[config.mk]
export PLATFORM = sky130hd
export DESIGN_NAME = time_keeper
export DESIGN_NICKNAME = d
export VERILOG_FILES = /design/src/rtl/time_keeper.sv
export SDC_FILE = /design/constraint.sdc
export NUM_CORES = 1
export LEC_CHECK = 0
export ABC_AREA = 1
export CORE_MARGIN = 8
export CORE_UTILIZATION = 54
export CTS_BUF_LIST = sky130_fd_sc_hd__clkbuf_16
export DETAILED_ROUTE_END_ITERATION = 8
export GPL_ROUTABILITY_DRIVEN = 1
export PLACE_DENSITY = 0.81
export SYNTH_ARGS = -nofsm -noshare
export SYNTH_HDL_FRONTEND = slang
export SYNTH_SLANG_ARGS = --single-unit
export TNS_END_PERCENT = 5
[constraint.sdc]
create_clock -name clk -period 1.9 [get_ports clk]
set_clock_uncertainty 0.05 [all_clocks]
set_input_delay 0.38 -clock clk [delete_from_list [all_inputs] [get_ports clk]]
set_output_delay 0.38 -clock clk [all_outputs]
set_load 0.02 [all_outputs]
[src/rtl/time_keeper.sv]
// time_keeper: Nixie clock time base with prescaler, checked load, field edit and deferred tick.
// Optional alarm compare/latch compiled in with TIME_KEEPER_ALARM_EN.
module time_keeper #(
  parameter int CLK_FREQ_HZ = 100000000,
  parameter int CNT_W = 27
) (
  input  logic       clk,
  input  logic       resetN,
  input  logic       mode24,
  input  logic       run,
  input  logic [2:0] cursorPos,
  input  logic       up,
  input  logic       down,
  input  logic       loadValid,
  input  logic [5:0] loadHour,
  input  logic [5:0] loadMinute,
  input  logic [5:0] loadSecond,
  input  logic [5:0] alarmHour,
  input  logic [5:0] alarmMinute,
  input  logic       alarmArm,
  input  logic       alarmAck,
  output logic [5:0] hour,
  output logic [5:0] minute,
  output logic [5:0] second,
  output logic       pm,
  output logic       secTick,
  output logic       loadErr,
  output logic       alarm
);
  localparam logic [CNT_W-1:0] CNT_MAX = CNT_W'(CLK_FREQ_HZ - 1);
  logic [5:0] true_hour, true_minute, true_second;
  logic [5:0] adv_hour, adv_minute, adv_second;
  logic [5:0] ed_hour, ed_minute, ed_second;
  logic [CNT_W-1:0] cnt;
  logic pending, sec_tick_q, load_err_q;
  logic tick_raw, load_ok, edit_ok, apply, sec_wrap, min_wrap;
  always_comb begin
    tick_raw   = run && cnt == CNT_MAX;
    load_ok    = loadValid && loadHour <= 6'd23 && loadMinute <= 6'd59 && loadSecond <= 6'd59;
    edit_ok    = !loadValid && (up ^ down) &&
                 (cursorPos == 3'b001 || cursorPos == 3'b010 || cursorPos == 3'b100);
    apply      = !loadValid && !edit_ok && (tick_raw || pending);
    sec_wrap   = true_second == 6'd59;
    min_wrap   = true_minute == 6'd59;
    adv_second = sec_wrap ? 6'd0 : true_second + 6'd1;
    adv_minute = !sec_wrap ? true_minute : min_wrap ? 6'd0 : true_minute + 6'd1;
    adv_hour   = !(sec_wrap && min_wrap) ? true_hour :
                 true_hour == 6'd23 ? 6'd0 : true_hour + 6'd1;
    // Edits touch only the selected field and never carry
    ed_second  = cursorPos != 3'b001 ? true_second :
                 up ? (sec_wrap ? 6'd0 : true_second + 6'd1) :
                 (true_second == 6'd0 ? 6'd59 : true_second - 6'd1);
    ed_minute  = cursorPos != 3'b010 ? true_minute :
                 up ? (min_wrap ? 6'd0 : true_minute + 6'd1) :
                 (true_minute == 6'd0 ? 6'd59 : true_minute - 6'd1);
    ed_hour    = cursorPos != 3'b100 ? true_hour :
                 up ? (true_hour == 6'd23 ? 6'd0 : true_hour + 6'd1) :
                 (true_hour == 6'd0 ? 6'd23 : true_hour - 6'd1);
  end
  always_ff @(posedge clk) begin
    if (!resetN) begin
      true_hour   <= '0;
      true_minute <= '0;
      true_second <= '0;
      cnt         <= '0;
      pending     <= 1'b0;
      sec_tick_q  <= 1'b0;
      load_err_q  <= 1'b0;
    end else begin
      sec_tick_q <= apply;
      load_err_q <= loadValid && !load_ok;
      cnt        <= load_ok ? '0 : !run ? cnt : tick_raw ? '0 : cnt + CNT_W'(1);
      if (load_ok) begin
        true_hour   <= loadHour;
        true_minute <= loadMinute;
        true_second <= loadSecond;
        pending     <= 1'b0;
      end else if (edit_ok) begin
        true_hour   <= ed_hour;
        true_minute <= ed_minute;
        true_second <= ed_second;
        pending     <= pending | tick_raw;
      end else if (loadValid) begin
        pending     <= pending | tick_raw;
      end else if (apply) begin
        true_hour   <= adv_hour;
        true_minute <= adv_minute;
        true_second <= adv_second;
        pending     <= 1'b0;
      end
    end
  end
`ifdef TIME_KEEPER_ALARM_EN
  logic alarm_q, alarm_set;
  always_comb alarm_set = apply && alarmArm && adv_hour == alarmHour &&
                          adv_minute == alarmMinute && adv_second == 6'd0;
  always_ff @(posedge clk) begin
    if (!resetN) alarm_q <= 1'b0;
    else alarm_q <= alarm_set | (alarm_q & !alarmAck & alarmArm);
  end
  assign alarm = alarm_q;
`else
  logic unused_alarm_in;
  assign unused_alarm_in = ^{alarmHour, alarmMinute, alarmArm, alarmAck};
  assign alarm = 1'b0;
`endif
  assign hour    = mode24 ? true_hour : true_hour == 6'd0 ? 6'd12 :
                   true_hour > 6'd12 ? true_hour - 6'd12 : true_hour;
  assign minute  = true_minute;
  assign second  = true_second;
  assign pm      = true_hour >= 6'd12;
  assign secTick = sec_tick_q;
  assign loadErr = load_err_q;
endmodule

# ---- Yosys cells after proc, flatten, opt, wreduce, memory -nomap -nowiden
# Cells that the tools add are included.
dict set report word_totals {
  ff_bits 48
  inputBits 42
  out_inout_bits 22
}
dict set report classes {
  n_addsub 8
  n_lt_le_gt_ge 5
  eq_ne 14
  n_mux 33
  bitwise 3
  reduce_logical 27
}
# operator n
set ops {}
lappend ops {{2-to-1 mux 6 bit} 29}
lappend ops {{adder 27 x 1 -> 27 bit, second input constant} 1}
lappend ops {{equality test 27 bit, second input constant} 1}
lappend ops {{2-to-1 mux 27 bit} 1}
lappend ops {{adder 6 x 1 -> 6 bit, second input constant} 3}
lappend ops {{logical NOT 6 bit} 3}
lappend ops {{subtractor 6 x 1 -> 6 bit, second input constant} 3}
lappend ops {{equality test 6 bit, second input constant} 2}
lappend ops {{less-or-equal comparator 6 bit, second input constant} 2}
lappend ops {{!= test 3 bit, second input constant} 4}
lappend ops {{nonzero test 3 bit} 4}
lappend ops {{logical AND 1 bit} 10}
lappend ops {{AND reduction 4 bit} 2}
lappend ops {{equality test 6 x 5 -> 1 bit, second input constant} 1}
lappend ops {{>= comparator 6 x 4 -> 1 bit, second input constant} 1}
lappend ops {{> comparator 6 x 4 -> 1 bit, second input constant} 1}
lappend ops {{less-or-equal comparator 6 x 5 -> 1 bit, second input constant} 1}
lappend ops {{!= test 3 x 1 -> 1 bit, second input constant} 2}
lappend ops {{subtractor 6 x 4 -> 6 bit, second input constant} 1}
lappend ops {{equality test 3 x 1 -> 1 bit, second input constant} 1}
lappend ops {{equality test 3 x 2 -> 1 bit, second input constant} 1}
lappend ops {{equality test 3 bit, second input constant} 1}
lappend ops {{logical NOT 1 bit} 3}
lappend ops {{logical OR 1 bit} 3}
lappend ops {{other kinds (7)} 9}

# ---- Logic depth before layout (Yosys ltp)
dict set report depth {
  ltp_word 11
  mapped_depth 15
}

# ---- Worst setup path after synthesis
# Ideal clock, no wire load.
dict set report synth_timing {
  path_type {register to output}
  from {register true_hour[0]}
  to {output hour[5]}
  arrival_time_ns 1.441
  required_ns 1.470
  slack_ns 0.029
  path_stages_with_launch 8
  path_buffers 0
  path_cell_list {dfxtp_1 inv_1 ha_1 o21ai_0 nand2_1 inv_1 nand3_1 xor2_1}
}
dict set report synth_between {
  elab_chain_cells 4
  elab_cells_between_ends 6
  cone_classes {add/sub: 1; order compare: 1; mux: 3; reduce/logical: 1}
}
# item line_no
set synth_lines {}
lappend synth_lines {{start: declaration} 31} ;# logic [5:0] true_hour, true_minute, true_second;
lappend synth_lines {{start signal: assignment} 74} ;# true_hour <= loadHour;
lappend synth_lines {{start signal: assignment} 79} ;# true_hour <= ed_hour;
lappend synth_lines {{start signal: assignment} 86} ;# true_hour <= adv_hour;
lappend synth_lines {{subtractor 6 x 4 -> 6 bit / > comparator 6 x 4 -> 1 bit (equally long branches)} 108} ;# true_hour > 6'd12 ? true_hour - 6'd12 : true_hour;
lappend synth_lines {{2-to-1 mux 6 bit} 108}
lappend synth_lines {{2-to-1 mux 6 bit * (2 in series)} 107} ;# assign hour = mode24 ? true_hour : true_hour == 6'd0 ? 6'd12 :
lappend synth_lines {{end: declaration} 22} ;# output logic [5:0] hour,
# Mark *: on every way between the ends. The rest lies on a longest branch, timed or not.

# ---- Worst setup path in the final report
dict set report layout_timing {
  from {register true_hour[3]}
  to {output hour[5]}
}
# The elaborated chain is that of the path after synthesis.

==> results by group <==
Logic synthesis
  – Mean area per synthesized cell: 5.85 µm²
  – Cell Area, Synth: 0.00370 mm²
  – Distinct cells, synth: 35
  – Yosys warns: 0
  – Part of the Yosys area used for sequential elements: 0.260
  – Flops & latches, synth: 48
  – Post-Synthesis Cells: 632
  – Synthesized Nets: 687

Drt
  – Via density per instance: 5.26
  – Antenna Nets Post-Route: 0
  – DRT Pass-1 Iters: 5
  – Drc violations: 0
  – Post-Route WL: 10,600 µm
  – DR iter-0 viols: 283
  – Avg WL per Cell: 13.0 µm
  – DR vias: 4,296

Hold path
  – Hold Path Class: reg -> reg

CTS
  – Clock Path Buffers: 2
  – Root buf cell: clkbuf_16
  – Reg clk slew, reported paths: about 0.070 ns
  – TritonCTS clock tree: yes
  – H-tree Lvls: 2
  – Worst-skew pair later-pin latency: between 0.2 and 0.3 ns
  – CTS buffer count: 5
  – Clock Sink Count: 48

Flow run
  – Max-cap violations: 0

Layout
  – Share of cells above drive strength 1: 0.182
  – Synthesis-to-layout area growth: 33.6%
  – N_diodes: 0
  – Nets: 791
  – Final core occ: 0.736

Floorplan
  – Core area: 0.00672 mm²
  – Initial Util: 0.550
  – Die W: 98.8 µm
  – Chip Height: 98.8 µm
  – # IOs: 64
  – Die area: 0.00975 mm²
  – Std-Cell Rows: 30

Worst setup path
  – Required @ worst endpoint: 1.47 ns
  – Worst-path cell chain: ha_4 -> inv_4 -> o21ai_2 -> nand2_1 -> inv_2 -> nand3_2 -> xor2_1 -> buf_4
  – Worst Setup End Kind: output pin
  – Slowest cell on crit path: dfxtp_4
  – Crit path max fanout: 4
  – CP max stage delay: 0.37 ns
  – Crit path kind: reg -> out
  – Arrival time worst endpoint: 1.49 ns
  – Crit start category: flip-flop

STA
  – Max-slew violations: 0
  – # setup viols final: 4
  – Final period utilization: 1.01
  – Final Worst Setup Slack: -0.0245 ns
  – Period minus WS final: slightly below 2 ns
  – RSZ-0062 raised after global routing: true
  – TNS Setup: -0.0696 ns
  – Final-report hold violation count: 0
  – Max Clk Rate: 520 MHz

Global route
  – GRT Util Overall: 0.210
  – Largest net degree at the start of global routing: 20
  – Total grt overflow: 0
  – First-pass GRT wire length: 17,400 µm
  – Vias in the first global route: 4,114
  – Antenna violations before repair: 0

Placed design
  – Setup slack after placement: -0.428 ns
  – Dpl hpwl: 7980 µm
  – I/O Buffers: 48
  – RePlAce Congestion: 0.998

Power
  – Lkg Pwr: ~2.5 nW
  – VDD IR-drop max: 0.000361 V
  – P per Cell Area: 560 mW/mm²

Run status
  – Failing checks: setup timing
  – Outcome: finished with violations
==> flip-flops by register name, summed over array words and instances, names as in the netlist <==
name and flops:
secTick 1, true_hour 6, loadErr 1, pending 1, minute 6, cnt 27
second 6
==> final timing paths <==
check                from      endpoint  slack [ns]  cells past startpoint
min reg2reg        cnt[7]        cnt[7]        0.44                      2
max reg2reg        cnt[1]  true_hour[5]        0.11                     12
max          true_hour[3]       hour[5]       -0.02                      8
min                cnt[7]        cnt[7]        0.44                      2
==> cell usage in the layout (no fill, tap or decap), types with 2 or more instances in the layout <==
| cell | instances |
|---|---|
| nor2_4 | 2 |
| o21ai_0 | 14 |
| o211ai_1 | 2 |
| xor2_1 | 12 |
| nor2_2 | 9 |
| nand4_1 | 17 |
| dfxtp_4 | 2 |
| nor3_1 | 11 |
| xnor2_1 | 4 |
| dlymetal6s2s_1 | 4 |
| clkbuf_16 | 5 |
| nand3_2 | 3 |
| dfxtp_1 | 43 |
| dfxtp_2 | 3 |
| or2_2 | 2 |
| inv_1 | 72 |
| o21ai_1 | 2 |
| buf_4 | 67 |
| nor4_1 | 2 |
| a21oi_1 | 19 |
| ha_2 | 3 |
| o21a_1 | 3 |
| nand2_8 | 4 |
| nand3_1 | 50 |
| nor2_1 | 86 |
| inv_4 | 3 |
| ha_4 | 2 |
| buf_2 | 2 |
| nand2_1 | 207 |
| inv_2 | 9 |
| nand2_2 | 8 |
| a21oi_2 | 2 |
| ha_1 | 8 |
| clkdlybuf4s50_1 | 37 |
==> worst max-delay path, delay by kind of cell, from the launching register on <==
family / cells / cell delay, ns
AOI/OAI and AO/OA: 1 / 0.11
xor gates and xnor gates: 1 / 0.14
adders and majority gates: 1 / 0.15
buffers and inverters: 3 / 0.28
DFF: 1 / 0.37
and+or+nand+nor: 2 / 0.15
==> cell type report <==
type | count | area [µm²]
Timing Repair Buffer | 112 | 955
Inverter | 85 | 327
Multi-Input combinational cell | 484 | 2450
Sequential cell | 48 | 972
Fill cell | 530 | 1780
Tap cell | 80 | 100
Clock buffer | 5 | 125
Clock inverter | 2 | 12.5
==> routing by layer <==
| metal | vias to the layer above | wire length (µm) | GRT usage | share of wire |
|---|---|---|---|---|
| li1 | 2185 | - | - | - |
| met1 | 1946 | 4440 | 0.245 | 0.42 |
| met2 | 151 | 5350 | 0.379 | 0.50 |
| met3 | 14 | 701 | 0.0381 | 0.066 |
| met4 | 0 | 147 | 0.0614 | 0.014 |
| met5 | - | 0 | 0 | 0 |
==> Yosys cell counts <==
master    number  area (µm²)
nor2_2         3        18.8
nand4_1       17         106
buf_6          3        33.8
nand3_1       52         260
o21a_1         3        22.5
nand3b_1       1        7.51
ha_1          13         163
nor4_1         2        12.5
o211ai_1       2        15.0
buf_4          4        30.0
a21oi_1       21         105
buf_2          7        35.0
nor2_4         2        22.5
or2_2          2        12.5
conb_1         1        3.75
clkinv_1       1        3.75
nand3_2        2        20.0
dfxtp_1       48         961
nand2_1      210         788
a31oi_1        1        6.26
o31ai_1        1        7.51
nand2_4        5        56.3
nor3_1        13        65.1
clkbuf_1       1        3.75
nand2_2        5        31.3
o21ai_1        2        10.0
a211oi_1       1        7.51
nor2_1        92         345
and3_1         1        6.26
xor2_1        12         105
o21ai_0       15        75.1
xnor2_1        4        35.0
inv_1         79         297
a22oi_1        1        7.51
inv_2          5        18.8
==> through the flow <==
step	power, W	area [µm²]	std cells	hold slack (ns)
after CTS	0.00273	4770	813	0.436
after floorplan	0.00156	3700	632	0.404
after global placement	0.00185	4630	806	0.418
final	0.00277	4940	816	0.436
after global routing	0.00290	4940	816	0.464
after detailed placement	0.00187	4630	806	0.424
==> logic make-up after synthesis <==
family,synth area share
flops,0.260
fa+ha+maj,0.0440
xor+xnor,0.0379
simple gates,0.474
other cells,0.00101
compound gates,0.0694
buf+inv,0.114
==> power by group <==
part           internal, W  switching [W]  total [W]
combinational     0.000356       0.000466   0.000822
clock             0.000479       0.000395   0.000874
sequential         0.00104      0.0000353    0.00107
total              0.00187       0.000896    0.00277
==> what timing repair did <==
item	in CTS	in global routing
pin swaps	0	9
hold buffers	0	0
cloned	0	0
endpoints found under the setup margin	18	35
buffers inserted	0	3
resized for setup	39	44
No activity file was read; power rests on OpenSTA's default activity.
